<file path="src/rtl/sos_morse_player_if.sv">
// Trigger/status bundle between the SOS enable generator, the Morse player and the pin.
// The generator side drives the trigger; the player side drives the pin and the status flags.
interface sos_morse_player_if;
    logic SOS_En_Sig;
    logic Pin_Out;
    logic Busy_Sig;
    logic Done_Sig;

    modport master (output SOS_En_Sig, input Pin_Out, Busy_Sig, Done_Sig);
    modport slave  (input SOS_En_Sig, output Pin_Out, Busy_Sig, Done_Sig);
endinterface

</file>
<file path="src/rtl/sos_morse_player.sv">
// Plays one Morse "SOS" (... --- ...) on Pin_Out per accepted trigger, then pulses Done_Sig.
// Latency: trigger to first mark is 1 cycle; a sequence keeps Busy_Sig high for 27*UNIT_CYC cycles.
// Backpressure: none. Triggers while busy are dropped, or held 1-deep when SOS_PENDING_TRIG_EN is defined.
module sos_morse_player #(
    parameter int UNIT_CYC = 2_500_000
) (
    input  logic                CLK,
    input  logic                RST,
    sos_morse_player_if.slave   io
);
    localparam int CW = $clog2(3 * UNIT_CYC);
    localparam logic [CW-1:0] LAST_1 = CW'(UNIT_CYC - 1);
    localparam logic [CW-1:0] LAST_3 = CW'(3 * UNIT_CYC - 1);

    typedef enum logic [1:0] {IDLE, MARK, GAP} state_t;

    state_t        state_q, state_d;
    logic [CW-1:0] cnt_q, cnt_d;
    logic [3:0]    sym_q, sym_d;
    logic          pin_q, busy_q, done_q, done_d;
    logic          start;
    logic          long_phase;
    logic          phase_end;

    // Dashes are symbols 3..5; the letter gaps follow symbols 2 and 5.
    always_comb begin
        long_phase = 1'b0;
        if (state_q == MARK)
            long_phase = (sym_q >= 4'd3) && (sym_q <= 4'd5);
        else if (state_q == GAP)
            long_phase = (sym_q == 4'd2) || (sym_q == 4'd5);
        phase_end = (cnt_q == (long_phase ? LAST_3 : LAST_1));
    end

`ifdef SOS_PENDING_TRIG_EN
    logic pend_q, pend_d;

    assign start = io.SOS_En_Sig | pend_q;

    // Leaving IDLE consumes the pending request; while busy a trigger is remembered once.
    always_comb begin
        pend_d = pend_q;
        if (state_q == IDLE)
            pend_d = 1'b0;
        else if (io.SOS_En_Sig)
            pend_d = 1'b1;
    end

    always_ff @(posedge CLK) begin
        if (RST) pend_q <= 1'b0;
        else     pend_q <= pend_d;
    end
`else
    assign start = io.SOS_En_Sig;
`endif

    always_comb begin
        state_d = state_q;
        cnt_d   = cnt_q + CW'(1);
        sym_d   = sym_q;
        done_d  = 1'b0;
        case (state_q)
            IDLE: begin
                cnt_d = '0;
                sym_d = 4'd0;
                if (start) state_d = MARK;
            end
            MARK: begin
                if (phase_end) begin
                    cnt_d = '0;
                    if (sym_q == 4'd8) begin
                        state_d = IDLE;
                        sym_d   = 4'd0;
                        done_d  = 1'b1;
                    end else begin
                        state_d = GAP;
                    end
                end
            end
            GAP: begin
                if (phase_end) begin
                    cnt_d   = '0;
                    state_d = MARK;
                    sym_d   = sym_q + 4'd1;
                end
            end
            default: begin
                state_d = IDLE;
                cnt_d   = '0;
                sym_d   = 4'd0;
            end
        endcase
    end

    // Outputs are flopped from the next state so they line up with the state register.
    always_ff @(posedge CLK) begin
        if (RST) begin
            state_q <= IDLE;
            cnt_q   <= '0;
            sym_q   <= 4'd0;
            pin_q   <= 1'b0;
            busy_q  <= 1'b0;
            done_q  <= 1'b0;
        end else begin
            state_q <= state_d;
            cnt_q   <= cnt_d;
            sym_q   <= sym_d;
            pin_q   <= (state_d == MARK);
            busy_q  <= (state_d != IDLE);
            done_q  <= done_d;
        end
    end

    assign io.Pin_Out  = pin_q;
    assign io.Busy_Sig = busy_q;
    assign io.Done_Sig = done_q;
endmodule

</file>
<file path="src/flat_wrapper.sv">
// flat-port wrapper written by rule: the top's interface ports become plain ports
module sos_morse_player_flat 
#(
    parameter int UNIT_CYC = 2_500_000
)
  (CLK, RST, io_SOS_En_Sig, io_Pin_Out, io_Busy_Sig, io_Done_Sig);
  sos_morse_player_if io_i ();
  input  logic CLK;
  input  logic RST;
  input wire logic [$bits(io_i.SOS_En_Sig)-1:0] io_SOS_En_Sig;
  output wire logic [$bits(io_i.Pin_Out)-1:0] io_Pin_Out;
  output wire logic [$bits(io_i.Busy_Sig)-1:0] io_Busy_Sig;
  output wire logic [$bits(io_i.Done_Sig)-1:0] io_Done_Sig;
  assign io_i.SOS_En_Sig = io_SOS_En_Sig;
  assign io_Pin_Out = io_i.Pin_Out;
  assign io_Busy_Sig = io_i.Busy_Sig;
  assign io_Done_Sig = io_i.Done_Sig;
  sos_morse_player #(.UNIT_CYC(UNIT_CYC)) u_core (.CLK(CLK), .RST(RST), .io(io_i));
endmodule
</file>
<file path="config.mk">
export PLATFORM = sky130hd
export DESIGN_NAME = sos_morse_player_flat
export DESIGN_NICKNAME = d
export VERILOG_FILES = /design/src/rtl/sos_morse_player_if.sv /design/src/rtl/sos_morse_player.sv /design/src/flat_wrapper.sv
export SDC_FILE = /design/constraint.sdc
export NUM_CORES = 1
export LEC_CHECK = 0
export ABC_AREA = 1
export CAP_MARGIN = 20
export CORE_MARGIN = 1
export CORE_UTILIZATION = 54
export DETAILED_ROUTE_END_ITERATION = 16
export PLACE_DENSITY = 0.82
export SLEW_MARGIN = 10
export SYNTH_ARGS = -nofsm -noshare
export SYNTH_HDL_FRONTEND = slang
export SYNTH_SLANG_ARGS = --single-unit
</file>
<file path="constraint.sdc">
create_clock -name CLK -period 1.7 [get_ports CLK]
set_input_delay 0.17 -clock CLK [delete_from_list [all_inputs] [get_ports CLK]]
set_output_delay 0.17 -clock CLK [all_outputs]
set_load 0.02 [all_outputs]
</file>
# After elaboration in Yosys (flattened, before gate mapping)
# Index checks and enable logic that the tools add are counted.
[classes]
add_sub_neg = 2
multipliers = 0
div = 0
magnitude_cmp = 2
eq_ne = 10
shifts = 0
n_mux = 13
bitwise = 3
reduce_logical = 8
[ops]
columns = ["cell", "count"]
rows = [
  ["adder 23 x 1 -> 23 bit, second input constant", 1],
  ["== test 23 bit", 1],
  ["2-to-1 mux 23 bit", 1],
  ["2-to-1 mux 4 bit", 3],
  ["2-to-1 mux 2 bit", 4],
  ["one-hot mux 4 bit (2 select lines)", 1],
  ["one-hot mux 2 bit (3 select lines)", 1],
  ["OR reduction 3 bit", 2],
  ["adder 4 x 1 -> 4 bit, second input constant", 1],
  ["== test 2 x 1 -> 1 bit, second input constant", 2],
  ["== test 4 x 2 -> 1 bit, second input constant", 1],
  ["== test 4 x 3 -> 1 bit, second input constant", 1],
  ["== test 4 bit, second input constant", 1],
  ["greater-or-equal comparator 4 x 2 -> 1 bit, second input constant", 1],
  ["<= comparator 4 x 3 -> 1 bit, second input constant", 1],
  ["inequality test 2 x 1 -> 1 bit, second input constant", 2],
  ["2-to-1 mux 1 bit", 3],
  ["NOT 1 bit", 3],
  ["AND reduction 3 bit", 1],
  ["== test 2 bit, second input constant", 1],
  ["zero test 2 bit", 1],
  ["inequality test 2 bit, second input constant", 1],
  ["nonzero test 2 bit", 1],
  ["OR reduction 2 bit", 1],
  ["other kinds (2)", 2],
]
[word_totals]
ff_bits = 32
latchBits = 0
mem_bits_rw = 0
rom_bits = 0
out_inout_bits = 3
elab_cells = 44
memories = 0

# Longest topological paths before layout
# Gate-level depths: netlist (run 1).
[logic_depth]
word_depth = 9
depth_mapped = 15
depth_no_buf = 15

# Worst setup path before layout (run 1)
# Ideal clock, no wire load.
[synth_path]
path_type = "register -> register"
startpoint = "register u_core.state_q[1]"
endpoint = "register u_core.busy_q, in the netlist u_core.io.Busy_Sig"
setup_time_ns = 0.114
t_arrival_ns = 1.541
required_time_ns = 1.586
path_slack_ns = 0.045
stages_incl_launch_ff = 16
path_buffers = 0
period_less_slack_ns = 1.655
cell_sequence = "dfxtp_1 inv_1 ha_1 nand2_1 inv_1 nor2_1 nor2_1 nand2_1 nand2_1 nand4_1 nand2_1 o21ai_4 nand2_1 nand2_1 nand2_1 nand2_1"
[synth_via]
elab_chain_len = 8
word_cells_on_any_way = 12
[synth_rtl]
columns = ["item", "line_no", "source"]
rows = [
  ["start: declaration", "sos_morse_player.sv:17", "state_t state_q, state_d;"],
  ["start signal: assignment", "sos_morse_player.sv:105", "state_q <= state_d;"],
  ["== test 2 bit", "sos_morse_player.sv:30, sos_morse_player.sv:62", ""],
  ["2-to-1 mux 1 bit", "sos_morse_player.sv:30", "else if (state_q == GAP)"],
  ["2-to-1 mux 1 bit", "sos_morse_player.sv:28", "if (state_q == MARK)"],
  ["2-to-1 mux 23 bit", "sos_morse_player.sv:32", "phase_end = (cnt_q == (long_phase ? LAST_3 : LAST_1));"],
  ["== test 23 bit", "sos_morse_player.sv:32", ""],
  ["2-to-1 mux 2 bit, on equally long branches", "sos_morse_player.sv:81, sos_morse_player.sv:69", ""],
  ["one-hot mux 2 bit (3 select lines) (*)", "sos_morse_player.sv:62", "case (state_q)"],
  ["nonzero test 2 bit (*)", "sos_morse_player.sv:109", "busy_q <= (state_d != IDLE);"],
  ["end signal: assignment", "sos_morse_player.sv:109", ""],
  ["end: declaration", "sos_morse_player.sv:20", "logic pin_q, busy_q, done_q, done_d;"],
]
# Mark *: on every way between the ends. The rest lies on a longest branch, timed or not.
# A chain may end at the register's enable or synchronous reset.

# Final worst setup path (run 1)
[layout_path]
startpoint = "register u_core.sym_q[1]"
endpoint = "register u_core.cnt_q[12]"
[layout_via]
elab_chain_len = 7
word_cells_on_any_way = 11
[layout_rtl]
columns = ["item", "line_no", "source"]
rows = [
  ["start: declaration", "sos_morse_player.sv:19", "logic [3:0] sym_q, sym_d;"],
  ["start signal: assignment", "sos_morse_player.sv:107", "sym_q <= sym_d;"],
  ["parallel branches: the longest is 3 deep, another holds greater-or-equal comparator 4 x 2 -> 1 bit", "n/a", ""],
  ["2-to-1 mux 1 bit (*)", "sos_morse_player.sv:28", ""],
  ["2-to-1 mux 23 bit (*)", "sos_morse_player.sv:32", ""],
  ["== test 23 bit (*)", "sos_morse_player.sv:32", ""],
  ["OR reduction 3 bit (no source line) (*)", "n/a", ""],
  ["end signal: assignment", "sos_morse_player.sv:106", "cnt_q <= cnt_d;"],
  ["end: declaration", "sos_morse_player.sv:18", "logic [CW-1:0] cnt_q, cnt_d;"],
]
# Every way passes the cells marked *.

==> impl_results.md, run 1 <==
* Master cell of the clock root buffer: clkbuf_4
* Most frequent cells in the layout: 51 x nand2_1, 26 x dfxtp_1, 24 x inv_1
* Final GP Congestion at between 0.7 and 0.8
* Dominant register cell in the synthesized netlist: dfxtp_1
* Number of pins with negative max-slew slack in the final report at 0
* Detailed router's first-iteration violation count at 75
* Unique cell type count in the Yosys netlist at 28
* Gr usage total at 24.7%
* Post-layout instance area at ~0.0023 mm²
* Core Rows at 20
* Post-synthesis area per instance at a little over 7 µm²
* Die Y at 58.6 µm
* HP Start: u_core.cnt_q[18]$_SDFF_PP0_
* Number of vias in the routed layout at 1674
* Layout cells sized above 1 at between 30 and 40%
* Antenna diode count at 0
* DRC viols at 0
* Clock Sinks at 32
* Post-layout nets at ~280
* Worst setup path start: u_core.sym_q[1]$_SDFFE_PP0P_
* Largest net degree at the start of global routing at 13
* Arrival time of the worst setup path at 2.13 ns
* Area fraction in and, or, nand and nor cells after synthesis at 35.6%
* Worst-Margin Slew at 0.408 ns
* Worst clock skew at 0.00807 ns
* Boundary pin count at 6
* Share of cell area taken by muxes after synthesis at 0%
* Portion of the clock cycle consumed by the worst path in the final layout at 109%
* Critical Path End Type: flop
* Synth-to-Final Area Change at 35.5%
* Top cells by area in the synthesized netlist: dfxtp_1 37%, nand2_1 12%, nor2_1 7.6%, ha_1 6.5%, inv_1 6.3%
* Violated checks: negative setup slack
* #FFs+latches synth at 32
* Cell Int Power at 0.982 mW
* Final total negative setup slack at -2.67 ns
* Total of hold buffers inserted after clock tree synthesis at 0
* Total detailed-routing wirelength at ~4600 µm
* Core region area at a little over 0.003 mm²
* Hold violation total from the final report at 0
* Part of the total power dissipated in combinational logic at 11.8%
* Worst vdd ir at 0.458 mV
* Longest Clk Path Bufs at 2
* Area of the die at 0.00343 mm²
* Final setup violation count at 28
* Warnings from Yosys at 0
* Largest family of logic cells by synthesized area: simple AND/OR/NAND/NOR gates
* ANT nets after route at 0
* Relative contribution of sequential cells to total power at a little under three fifths
* Result of the run: finished, violations left
* Area fraction of the dominant cell type after synthesis at a little under two fifths
* Biggest area consumer among synthesized cells: dfxtp_1
* Switching component of the power at roughly 0.35 mW
* Critical Path Source Type: flop
* Later-pin clock latency in the skew report at 0.34 ns
* Detailed Place HPWL at 2570 µm
* Commonest non-fill, non-tap cell in the layout: nand2_1
* Number of vias per cell at 5.30
* Switching part of the total at 26.4%
* Class of the tightest hold or removal check: reg -> reg
* Fraction of synthesis flops using an asynchronous set or reset pin at 0%
* Final worst slack at -0.156 ns
* Launch point of the worst reg-to-reg path: u_core.sym_q[1]$_SDFFE_PP0P_
* Clock Pin Slew Worst Setup and Hold Paths at 0.10 ns
* Max-Cap Viols at 0
* Detailed-routing iteration count for the pre-antenna-repair pass at 4
* Sequential-to-total area share from yosys stat at 37.0%
* Unrepaired setup endpoints after global routing: yes
* Critical path class: reg -> reg
* H-tree depth at 2
* Worst slew margin at 72.6%
* Die X at 58.6 µm
* Buffers on Ports at 5
* Global-route wire length before repair at 6240 µm
* Drt wl/cell at 14.4 µm
* Synthesized instance count at between 200 and 250
* Share of the synthesized netlist area taken by xor and xnor gates at 7.59%
* Area of the mapped netlist at 0.00173 mm²
* Synth Area in Adders at 6.51%
* Total congestion overflow after global routing at 0
* Total placed instance area at 0.00194 mm²
* Effective utilization at floorplan at 56.7%
* Syn nets at 250
* Share of the synthesized area in compound gates (AO/OA/AOI/OAI) at under 10%
* Worst Path Max Fanout at 6
* Number of global-route vias before repair at ~1400
* TritonCTS clock tree: built
* Antenna violations before repair at 0
* Power per cell area at 569 mW/mm²
* Worst Path Required at 1.97 ns
* Number of CTS-inserted buffers at 5
* LEAKAGE at between 0.8 and 0.9 nW
* Peak clock frequency supported by timing at 539 MHz
* Post-synth EDFFs at 0
* Minimum clock period after layout at 1.86 ns
* Part of the total power dissipated in the clock network at a little under a third
[worst paths after layout]
path | endpoint | slack (ns) | depth (start not counted)
max reg2reg | u_core.cnt_q[12]$_SDFF_PP0_ | -0.16 | 11
max | u_core.cnt_q[12]$_SDFF_PP0_ | -0.16 | 11
min | u_core.cnt_q[18]$_SDFF_PP0_ | 0.51 | 2
min reg2reg | u_core.cnt_q[18]$_SDFF_PP0_ | 0.51 | 2
[power groups by stage]
| stage | clock network [mW] | registers, mW | logic [mW] |
|---|---|---|---|
| after global placement | 0 | 0.781 | 0.0957 |
| after CTS | 0.409 | 0.764 | 0.133 |
| after global routing | 0.442 | 0.765 | 0.168 |
| after floorplan | 0 | 0.787 | 0.0524 |
| after detailed placement | 0 | 0.782 | 0.0978 |
| final | 0.413 | 0.764 | 0.158 |
[layer usage]
layer,GRT usage (%),wire length [µm],vias up
met5,0,0,-
met4,9.18,106,0
met3,5.93,223,14
met1,30.3,1840,789
met2,42.2,2380,48
li1,-,-,823
[cell type report]
| type | instances | area (µm²) |
|---|---|---|
| Multi-Input combinational cell | 171 | 1160 |
| Tap cell | 44 | 55.1 |
| Fill cell | 227 | 708 |
| Timing Repair Buffer | 31 | 304 |
| Clock inverter | 1 | 5.00 |
| Inverter | 31 | 121 |
| Sequential cell | 32 | 656 |
| Clock buffer | 6 | 41.3 |
[worst max-delay path, cell delays in order, from the launching register on]
cell and delay [ns]:
dfxtp_4 0.41, ha_4 0.15, nor2_2 0.03, nand2_1 0.06
nand2_1 0.05, nor2_2 0.17, nand3_2 0.15, nand3_4 0.13
nand3b_1 0.17, buf_4 0.20, buf_8 0.14, nor3_4 0.11
[cells in the mapped netlist (all sizes together), types with 2 or more instances]
library cell / instances
buf: 3
xor2: 9
nor2: 38
inv: 31
dfxtp: 32
nand3: 12
nand4: 10
or2: 2
nor3: 11
a21oi: 10
ha: 9
nand2: 57
xnor2: 6
o21ai: 4
[cells by family (layout without fill, tap and decap cells)]
family	Yosys count	in the layout
AND/OR/NAND/NOR	133	133
buffers and inverters	35	69
flip-flops	32	32
XOR/XNOR	15	15
AO/OA/AOI/OAI	14	14
adder cells (fa/ha/maj)	9	9
[sequential cells by signal (all words and copies together) (netlist names)]
register,cells
u_core.io.Busy_Sig,1
u_core.sym_q,4
u_core.cnt_q,23
u_core.io.Pin_Out,1
u_core.state_q,2
u_core.io.Done_Sig,1
[through the flow]
stage / std cells / util, % / hold slack [ns] / power (mW) / worst slack (ns)
after CTS: 314 / 71.6 / 0.509 / 1.31 / -0.0419
after global routing: 316 / 76.8 / 0.523 / 1.38 / -0.248
after detailed placement: 300 / 63.7 / 0.499 / 0.880 / -0.181
after global placement: 300 / 63.7 / 0.487 / 0.877 / -0.130
after floorplan: 238 / - / 0.239 / 0.840 / 0.0452
final: 316 / 76.8 / 0.514 / 1.33 / -0.156
[what timing repair did]
action	CTS	global route
buffers inserted	5	2
endpoints found under the setup margin	31	32
pin swaps	20	14
gates cloned	2	1
resized for setup	35	44
Power figures use the tool's default switching activity.
==> run 2: changes to the inputs <==
--- a/config.mk
+++ b/config.mk
@@ -8,9 +8,10 @@
 export ABC_AREA = 1
 export CAP_MARGIN = 20
 export CORE_MARGIN = 1
-export CORE_UTILIZATION = 54
+export CORE_UTILIZATION = 52
 export DETAILED_ROUTE_END_ITERATION = 16
-export PLACE_DENSITY = 0.82
+export GPL_ROUTABILITY_DRIVEN = 0
+export PLACE_DENSITY = 0.8
 export SLEW_MARGIN = 10
 export SYNTH_ARGS = -nofsm -noshare
 export SYNTH_HDL_FRONTEND = slang
==> run 2 against run 1 <==
The flow still finishes with violations (negative setup slack). Clock power is 18% higher. Critical path depth is 1 higher. Hold slack worse by 0.0046 ns. Setup slack better by 0.11 ns. Routed wire length is 18% lower. Final cell count did not move. Total power increased by 2.2%. Die area grew 3.7%. Largest cell class unchanged. Highest routed layer unchanged.
==> impl_results.md, run 2 (synthesized netlist as in run 1, its figures left out) <==
* Biggest registers after layout: u_core.cnt_q x23, u_core.sym_q x4, u_core.state_q x2 (unchanged)
* Total placed instance area at 0.00195 mm² (was 0.00194 mm²)
* Post-route met1 wirelength at 1730 µm (was 1840 µm)
* Final worst slack at -0.0441 ns (was -0.156 ns)
* Longest Clk Path Bufs at 2 (unchanged)
* Routed met2 length at 1800 µm (was 2380 µm)
* Worst setup slack for register-to-register paths at -0.04 ns (was -0.16 ns)
* Endpoint of the most critical register-to-register path: u_core.sym_q[3]$_SDFFE_PP0P_ (was u_core.cnt_q[12]$_SDFF_PP0_)
* Critical-path cell list: ha_4, nor2_1, nand2_1, nand2_1, nor2_2, nand2_1, nand2_2, nand4_1, nand2_2, buf_6, nand4_1, a21oi_2 (was ha_4, nor2_2, nand2_1, nand2_1, nor2_2, nand3_2, nand3_4, nand3b_1, buf_4, buf_8, nor3_4)
* Final setup violation count at 4 (was 28)
* Unrepaired setup endpoints after global routing: yes (unchanged)
* Worst stage delay on the critical path at 0.42 ns (was 0.41 ns)
* Total of fill cells in the finished design at 275 (was 227)
* Master cell of the clock root buffer: clkbuf_4 (unchanged)
* Critical path endpoint: u_core.sym_q[3]$_SDFFE_PP0P_ (was u_core.cnt_q[12]$_SDFF_PP0_)
* Effective utilization at floorplan at 55.8% (was 56.7%)
* Final core utilization at 71.3% (was 76.8%)
* Area of the die at 0.00356 mm² (was 0.00343 mm²)
* Boundary pin count at 6 (unchanged)
* Post-layout nets at 284 (unchanged)
* LEAKAGE at 0.876 nW (was 0.887 nW)
* Number of global-route vias before repair at 1377 (was 1417)
* Relative contribution of sequential cells to total power at 56.0% (was 57.3%)
* Number of cells on the critical path at 12 (was 11)
* Number of vias per cell at 4.82 (was 5.30)
* Crit-path most repeated cell: nand2_1
* Part of the total power dissipated in the clock network at 35.8% (was 30.9%)
* Max-Cap Viols at 0 (unchanged)
* Class of the tightest hold or removal check: reg -> reg (unchanged)
* Detailed Place HPWL at 2560 µm (was 2570 µm)
* Depth of the worst register-to-register path at 12 (was 11)
* Worst slew margin at 71.6% (was 72.6%)
* Die Y at 59.7 µm (was 58.6 µm)
* Max FFs per register at 23 (unchanged)
* Antenna violations before repair at 0 (unchanged)
* Power per cell area at 617 mW/mm² (was 569 mW/mm²)
* Detailed router's first-iteration violation count at 75 (unchanged)
* Worst Hold Slack at 0.509 ns (was 0.514 ns)
* Cell total after placement at 301 (was 300)
* Final cell count without fillers at 316 (unchanged)
* Die X at 59.7 µm (was 58.6 µm)
* Global-route wire length before repair at 6210 µm (was 6240 µm)
* Critical Path End Type: flop (unchanged)
* Switching part of the total at 23.7% (was 26.4%)
* Critical Path Source Type: flop (unchanged)
* Gr usage total at 24.4% (was 24.7%)
* Number of CTS-inserted buffers at 5 (unchanged)
* Synth-to-Final Area Change at 27.8% (was 35.5%)
* Layout cells sized above 1 at 26.5% (was 34.6%)
* Cell with the biggest individual delay on the critical path: dfxtp_4 (unchanged)
* Detailed-routing iteration count for the pre-antenna-repair pass at 4 (unchanged)
* Post-layout instance area at 0.00221 mm² (was 0.00234 mm²)
* Total detailed-routing wirelength at 3750 µm (was 4550 µm)
* Switching component of the power at 0.323 mW (was 0.353 mW)
* H-tree depth at 2 (unchanged)
* Commonest non-fill, non-tap cell in the layout: nand2_1 (unchanged)
* Worst setup path start: u_core.sym_q[0]$_SDFFE_PP0P_ (was u_core.sym_q[1]$_SDFFE_PP0P_)
* Register area at 652 µm² (was 656 µm²)
* Portion of the clock cycle consumed by the worst path in the final layout at 103% (was 109%)
* Top sig layer: met4 (unchanged)
* Later-pin clock latency in the skew report at 0.34 ns (about the same)
* Result of the run: finished, violations left (unchanged)
* Clock Pin Slew Worst Setup and Hold Paths at 0.10 ns (about the same)
* Critical path class: reg -> reg (unchanged)
* Worst-Margin Slew at 0.422 ns (was 0.408 ns)
* Total congestion overflow after global routing at 0 (unchanged)
* Worst path top cell family by delay: simple AND/OR/NAND/NOR gates (unchanged)
* Total power consumption of the routed design at 1.36 mW (was 1.33 mW)
* TritonCTS clock tree: built (unchanged)
* Worst vdd ir at 0.567 mV (was 0.458 mV)
* Antenna diode count at 0 (unchanged)
* Arrival time of the worst setup path at 2.03 ns (was 2.13 ns)
* Violated checks: negative setup slack (unchanged)
* Launch point of the worst reg-to-reg path: u_core.sym_q[0]$_SDFFE_PP0P_ (was u_core.sym_q[1]$_SDFFE_PP0P_)
* Cell Int Power at 1.04 mW (was 0.982 mW)
* Part of the total power dissipated in combinational logic at 8.2% (was 11.8%)
* Number of pins with negative max-slew slack in the final report at 0 (unchanged)
* DRC viols at 0 (unchanged)
* WL met3 at 141 µm (was 223 µm)
* Worst Path Max Fanout at 4 (was 6)
* Core Rows at 20 (unchanged)
* Peak clock frequency supported by timing at 573 MHz (was 539 MHz)
* Register ranked first by flip-flop count: u_core.cnt_q (unchanged)
* Buffers on Ports at 5 (unchanged)
* Most frequent cells in the layout: 51 x nand2_1, 31 x nor2_1, 27 x dfxtp_1 (was 51 x nand2_1, 26 x dfxtp_1, 24 x inv_1)
* Core region area at 0.00310 mm² (was 0.00305 mm²)
* Worst clock skew at 0.0132 ns (was 0.00807 ns)
* Clock Sinks at 32 (unchanged)
* Number of vias in the routed layout at 1523 (was 1674)
* Minimum clock period after layout at 1.74 ns (was 1.86 ns)
* Largest net degree at the start of global routing at 24 (was 13)
* Hold violation total from the final report at 0 (unchanged)
* Area of the multi-input gates at 0.00106 mm² (was 0.00116 mm²)
* Worst Path Required at 1.99 ns (was 1.97 ns)
* ANT nets after route at 0 (unchanged)
* Drt wl/cell at 11.9 µm (was 14.4 µm)
* Critical path buffer and inverter count at 1 (was 2)
==> run 2: cell types whose count changed in the layout (fill, tap and decap cells not counted), sizes merged <==
cell	previous run	this run
clkbuf	6	7
clkinv	1	0
==> run 2: layout make-up <==
type | instances | area share [%]
repair buffers | 31 | 11.8
flip-flops and latches | 32 | 29.5
clock buffers | 7 | 2.94
multi-input cells | 171 | 47.8
well taps | 44 | 2.49
inverters | 31 | 5.49
==> run 2: timing repair <==
action,4_1_cts,5_1_grt
buffers inserted,7,1
endpoints found under the setup margin,31,32
hold buffers,0,0
pin swaps,9,9
resized for setup,21,19
==> run 2: routing by layer <==
metal	GRT usage (%)	up-vias
met2	37.5	23
met3	6.49	7
met5	0	-
met4	11.0	0
li1	-	817
met1	31.9	676
==> run 2: worst min-delay path by stage <==
stage,to,from,depth (start not counted)
2_1_floorplan,u_core.sym_q[0]$_SDFFE_PP0P_,RST,1
6_report,u_core.cnt_q[8]$_SDFF_PP0_,u_core.cnt_q[8]$_SDFF_PP0_,2
3_3_place_gp,u_core.cnt_q[18]$_SDFF_PP0_,u_core.cnt_q[18]$_SDFF_PP0_,2
5_1_grt,u_core.cnt_q[3]$_SDFF_PP0_,u_core.cnt_q[3]$_SDFF_PP0_,2
3_5_place_dp,u_core.cnt_q[18]$_SDFF_PP0_,u_core.cnt_q[18]$_SDFF_PP0_,2
4_1_cts,u_core.cnt_q[18]$_SDFF_PP0_,u_core.cnt_q[18]$_SDFF_PP0_,2
==> run 2: worst register-to-register path: cells and delay by family, from the launching register on <==
| kind | cells | cell delay [ns] |
|---|---|---|
| AOI/OAI and AO/OA | 1 | 0.17 |
| adders and majority gates | 1 | 0.15 |
| buffers and inverters | 1 | 0.12 |
| DFF | 1 | 0.42 |
| and+or+nand+nor | 9 | 0.84 |
==> run 2: power by group through the flow <==
stage | clock, mW | sequential, mW | combinational (mW)
detailed placement | 0 | 0.781 | 0.0981
floorplan | 0 | 0.787 | 0.0524
finish | 0.489 | 0.764 | 0.111
global placement | 0 | 0.781 | 0.0959
CTS | 0.499 | 0.766 | 0.105
global route | 0.530 | 0.765 | 0.123
==> run 2: stage by stage <==
stage | worst slack [ns] | setup TNS (ns)
global route | -0.178 | -2.55
floorplan | 0.0452 | 0
CTS | -0.000883 | -0.000883
detailed placement | -0.154 | -3.10
finish | -0.0441 | -0.0688
global placement | -0.121 | -2.08
==> RTL change 1: new RTL, settings of run 2 <==
The 3 states of `state_t` get a one-hot encoding in 3 bits.
--- a/src/rtl/sos_morse_player.sv
+++ b/src/rtl/sos_morse_player.sv
@@ -12,7 +12,7 @@
     localparam logic [CW-1:0] LAST_1 = CW'(UNIT_CYC - 1);
     localparam logic [CW-1:0] LAST_3 = CW'(3 * UNIT_CYC - 1);
 
-    typedef enum logic [1:0] {IDLE, MARK, GAP} state_t;
+    typedef enum logic [2:0] {IDLE = 3'b001, MARK = 3'b010, GAP = 3'b100} state_t;
 
     state_t        state_q, state_d;
     logic [CW-1:0] cnt_q, cnt_d;
Behaviour: no difference found for any inputs over 10 cycles, from zero or initial values and one cycle with RST high; not proved beyond that.
==> RTL change 1 against run 2 <==
  * The flow still finishes with violations (setup timing)
  * Die area grew 0.91%
  * Sequential power grew 5.6%
  * Wire length grew 23%
  * Sequential share of layout area down 0.94 points
  * Combinational power rose by 31%
  * Global-route usage down 0.36 points
  * Cell area rose by 6.7%
  * Area after synthesis up 0.94%
  * Clock power grew 8.6%
  * Highest routed layer unchanged
  * First-iteration DRC count rose by 19%
  * Sequential cell count rose by 1
  * Power up 8.7%
  * Worst setup slack worse by 0.063 ns
==> RTL change 1: results (changes against run 2) <==
metric,value,unit,change
status,"finished, violations left",,
violations,setup timing,,
ys_types,31,,+11%
crit_end,u_core.sym_q[1],,
cts_setup_buffers,9,,+2
hpwlAfterDp,2480,um,-3.4%
p_leak,0.855,nW,-2.4%
drt_wl_total,4620,um,+23%
worstSkewPairLatency,0.35,ns,
grt_pass1_vias,1475,,+7.1%
synth_compound_area_frac,0.0287,,-0.0183
instances_no_fill,307,,-2.8%
top_regs,"u_core.cnt_q x23, u_core.sym_q x4, u_core.state_q x3",,
yosysSeqAreaShare,0.378,,+0.00801
critPathMaxFanout,7,,+3
hold_depth,4,,+2
r2r_start,u_core.cnt_q[14],,
setup_ws,-0.107,ns,-0.0626 ns
seq_area,673,um2,+3.3%
fin_skew,0.0103,ns,-0.00284 ns
drive_gt1_frac,0.354,,+0.0889
muxShareOfSynthArea,0,,unchanged
grt_pass1_wl,6240,um,+0.43%
worst_path_largest_cell_delay,0.38,ns,-0.04 ns
worstHoldEndpoint,u_core.state_q[0],,
cts_resized,20,,-4.8%
num_vias,1653,,+8.5%
synth-xor-area-share,0.0802,,+0.00431
met2_length,2460,um,+36%
ys_top_cells_by_count,"40 x nor2_1, 33 x dfxtp_1, 33 x nand2_1, 28 x inv_1, 23 x nand3_1",,
dpl-instance-area,0.00192,mm2,-1.6%
met1_usage,0.281,,-0.0384
track_usage,0.240,,-0.00361
drt-initial-drc-count,89,,+19%
place_ws,-0.0562,ns,+0.0978 ns
hold_ws,0.514,ns,+0.00494 ns
worstPathArrival,2.06,ns,+0.03 ns
n_fill_cell,194,,-29%
wl_met1,1840,um,+6.0%
tns,-1.31,ns,-1.24 ns
dpl.cell_count,285,,-5.3%
grt_max_degree,13,,-46%
wl_met3,173,um,+23%
ff2ff_path_depth,11,,-1
syn-num-nets,236,,-5.6%
hp-start,io_SOS_En_Sig,,
use_met3,0.0693,,+0.00433
slew_headroom,0.733,,+0.0169
slowest_stage,dfxtp_1,,
ir_drop,0.646,mV,+14%
syn_inst,228,,-4.2%
setup_violations,30,,+26
fin_nets,270,,-4.9%
synthAdderAreaFrac,0.0358,,-0.0293
==> RTL change 1: cell count changes in the layout (fill, tap and decap cells not counted), moves of 4 or more <==
cell / delta
nand2_2: +6
nor2_4: +4
nand2_1: -26
buf_4: -8
nand3_1: +9
buf_6: +5
==> RTL change 1: power breakdown <==
part           internal [mW]  leakage (nW)  switching [mW]
clock                  0.239        0.0413           0.292
sequential             0.790         0.270          0.0171
combinational         0.0637         0.543          0.0809
==> RTL change 1: layout make-up <==
class / count / area share
clock buffer: 7 / 0.0276
multi-input combinational: 164 / 0.483
clock inverter: 1 / 0.00212
sequential: 33 / 0.285
tap: 44 / 0.0233
inverter: 28 / 0.0467
timing repair buffer: 30 / 0.132
==> RTL change 1: worst reg2reg max path, cell delays in order (launching register included) <==
cell and delay (ns):
dfxtp_1 0.38, inv_1 0.14, nand4_1 0.10, nor3_1 0.31, nand2_2 0.13, nand2_4 0.11
buf_6 0.10, nand4_4 0.13, nand2_4 0.12, nand2_2 0.06, nand2_2 0.06, nor2_2 0.04
==> RTL change 2: new RTL, config.mk and constraints of run 2 <==
Without the edit above. `UNIT_CYC` is set to 2_500_000 in 2 places; all go to 10_000_000.
--- a/src/rtl/sos_morse_player.sv
+++ b/src/rtl/sos_morse_player.sv
@@ -2,7 +2,7 @@
 // Latency: trigger to first mark is 1 cycle; a sequence keeps Busy_Sig high for 27*UNIT_CYC cycles.
 // Backpressure: none. Triggers while busy are dropped, or held 1-deep when SOS_PENDING_TRIG_EN is defined.
 module sos_morse_player #(
-    parameter int UNIT_CYC = 2_500_000
+    parameter int UNIT_CYC = 10_000_000
 ) (
     input  logic                CLK,
     input  logic                RST,
--- a/src/flat_wrapper.sv
+++ b/src/flat_wrapper.sv
@@ -1,7 +1,7 @@
 // flat-port wrapper written by rule: the top's interface ports become plain ports
 module sos_morse_player_flat 
 #(
-    parameter int UNIT_CYC = 2_500_000
+    parameter int UNIT_CYC = 10_000_000
 )
   (CLK, RST, io_SOS_En_Sig, io_Pin_Out, io_Busy_Sig, io_Done_Sig);
   sos_morse_player_if io_i ();
Formal check against the unedited RTL: same outputs for any inputs over 10 cycles, from zero or initial values and one cycle with RST high; that may be too few to reach the edited logic, so the function may still have changed.
==> RTL change 2 against run 2 <==
  * The flow still finishes with violations (setup timing)
  * Power grew 7.9%
  * First-iteration DRC count grew 8.0%
  * Wire length is 30% higher
  * Cell area is 24% higher
  * Clock skew down 0.0076 ns
  * Combinational power rose by 78%
  * Area after synthesis is 10% higher
  * Synthesized cell count grew 8.8%
  * Global-route usage is 1.6 points lower
  * Worst setup slack worse by 0.064 ns
  * Sequential cell count increased by 2
  * Clock power decreased by 4.9%
  * Maximum frequency shrank 3.5%
  * Critical endpoint is now u_core.cnt_q[24]
==> RTL change 2: results (changes against run 2) <==
metric,value,unit,change
ys_top_cells_by_count,"58 x nand2_1, 41 x nor2_1, 36 x inv_1, 34 x dfxtp_1, 14 x nand3_1",,
worstHoldEndpoint,u_core.cnt_q[0],,
power_frac_clock,0.316,,-0.042
setup_ws,-0.108,ns,-0.0641 ns
rr_endpoint,u_core.cnt_q[24],,
ir_drop,0.414,mV,-27%
violations,setup timing,,
max_slew.worst_pin.slew,0.328,ns,-0.0935 ns
hold_ws,0.539,ns,+0.0301 ns
setup_violations,26,,+22
num_vias,1841,,+21%
synthAdderAreaFrac,0.0589,,-0.00618
r2r_start,u_core.cnt_q[1],,
powerDensity,535,mW/mm2,-13%
syn-num-nets,271,,+8.4%
drt-initial-drc-count,81,,+8.0%
drive_gt1_frac,0.448,,+0.183
p_comb,198,uW,+78%
tns,-1.41,ns,-1.34 ns
synth_compound_area_frac,0.0393,,-0.00773
cts_setup_buffers,3,,-4
p_leak,1.07,nW,+22%
fin_nets,317,,+12%
status,"finished, violations left",,
fin_skew,0.00559,ns,-0.00757 ns
p_switching,380,uW,+17%
cts_resized,19,,-9.5%
hpwlAfterDp,2840,um,+11%
slew_headroom,0.779,,+0.0631
yosysSeqAreaShare,0.356,,-0.0142
dpl-instance-area,0.00220,mm2,+13%
place_ws,-0.139,ns,+0.0155 ns
ys_types,30,,+7.1%
track_usage,0.227,,-0.0164
drt_wl_total,4870,um,+30%
synth.avg_cell_area,7.38,um2,+1.5%
grt_max_degree,23,,-4.2%
-- RTL change 2: changes by cell type after synthesis, moves of 4 or more --
cell / run 2 / this run
nand2_2: 0 / 4
nand4_1: 9 / 4
inv_1: 29 / 36
nor3b_1: 1 / 6
nor2_1: 35 / 41
nor2_2: 2 / 6
nor3b_2: 0 / 4
a21oi_1: 10 / 6
-- RTL change 2: routing by layer --
layer | vias up | GRT usage | wire length (um)
li1 | 910 | - | -
met1 | 858 | 0.258 | 1950
met2 | 52 | 0.382 | 2550
met3 | 21 | 0.0602 | 190
met4 | 0 | 0.131 | 175
met5 | - | 0 | 0
-- RTL change 2: area by class of cell --
| class | count | area [um2] | area share |
|---|---|---|---|
| Timing Repair Buffer | 41 | 398 | 0.145 |
| Clock inverter | 1 | 5.00 | 0.00182 |
| Inverter | 36 | 143 | 0.0519 |
| Tap cell | 46 | 57.6 | 0.0209 |
| Multi-Input combinational cell | 187 | 1390 | 0.506 |
| Clock buffer | 7 | 55.1 | 0.0200 |
| Sequential cell | 34 | 699 | 0.254 |
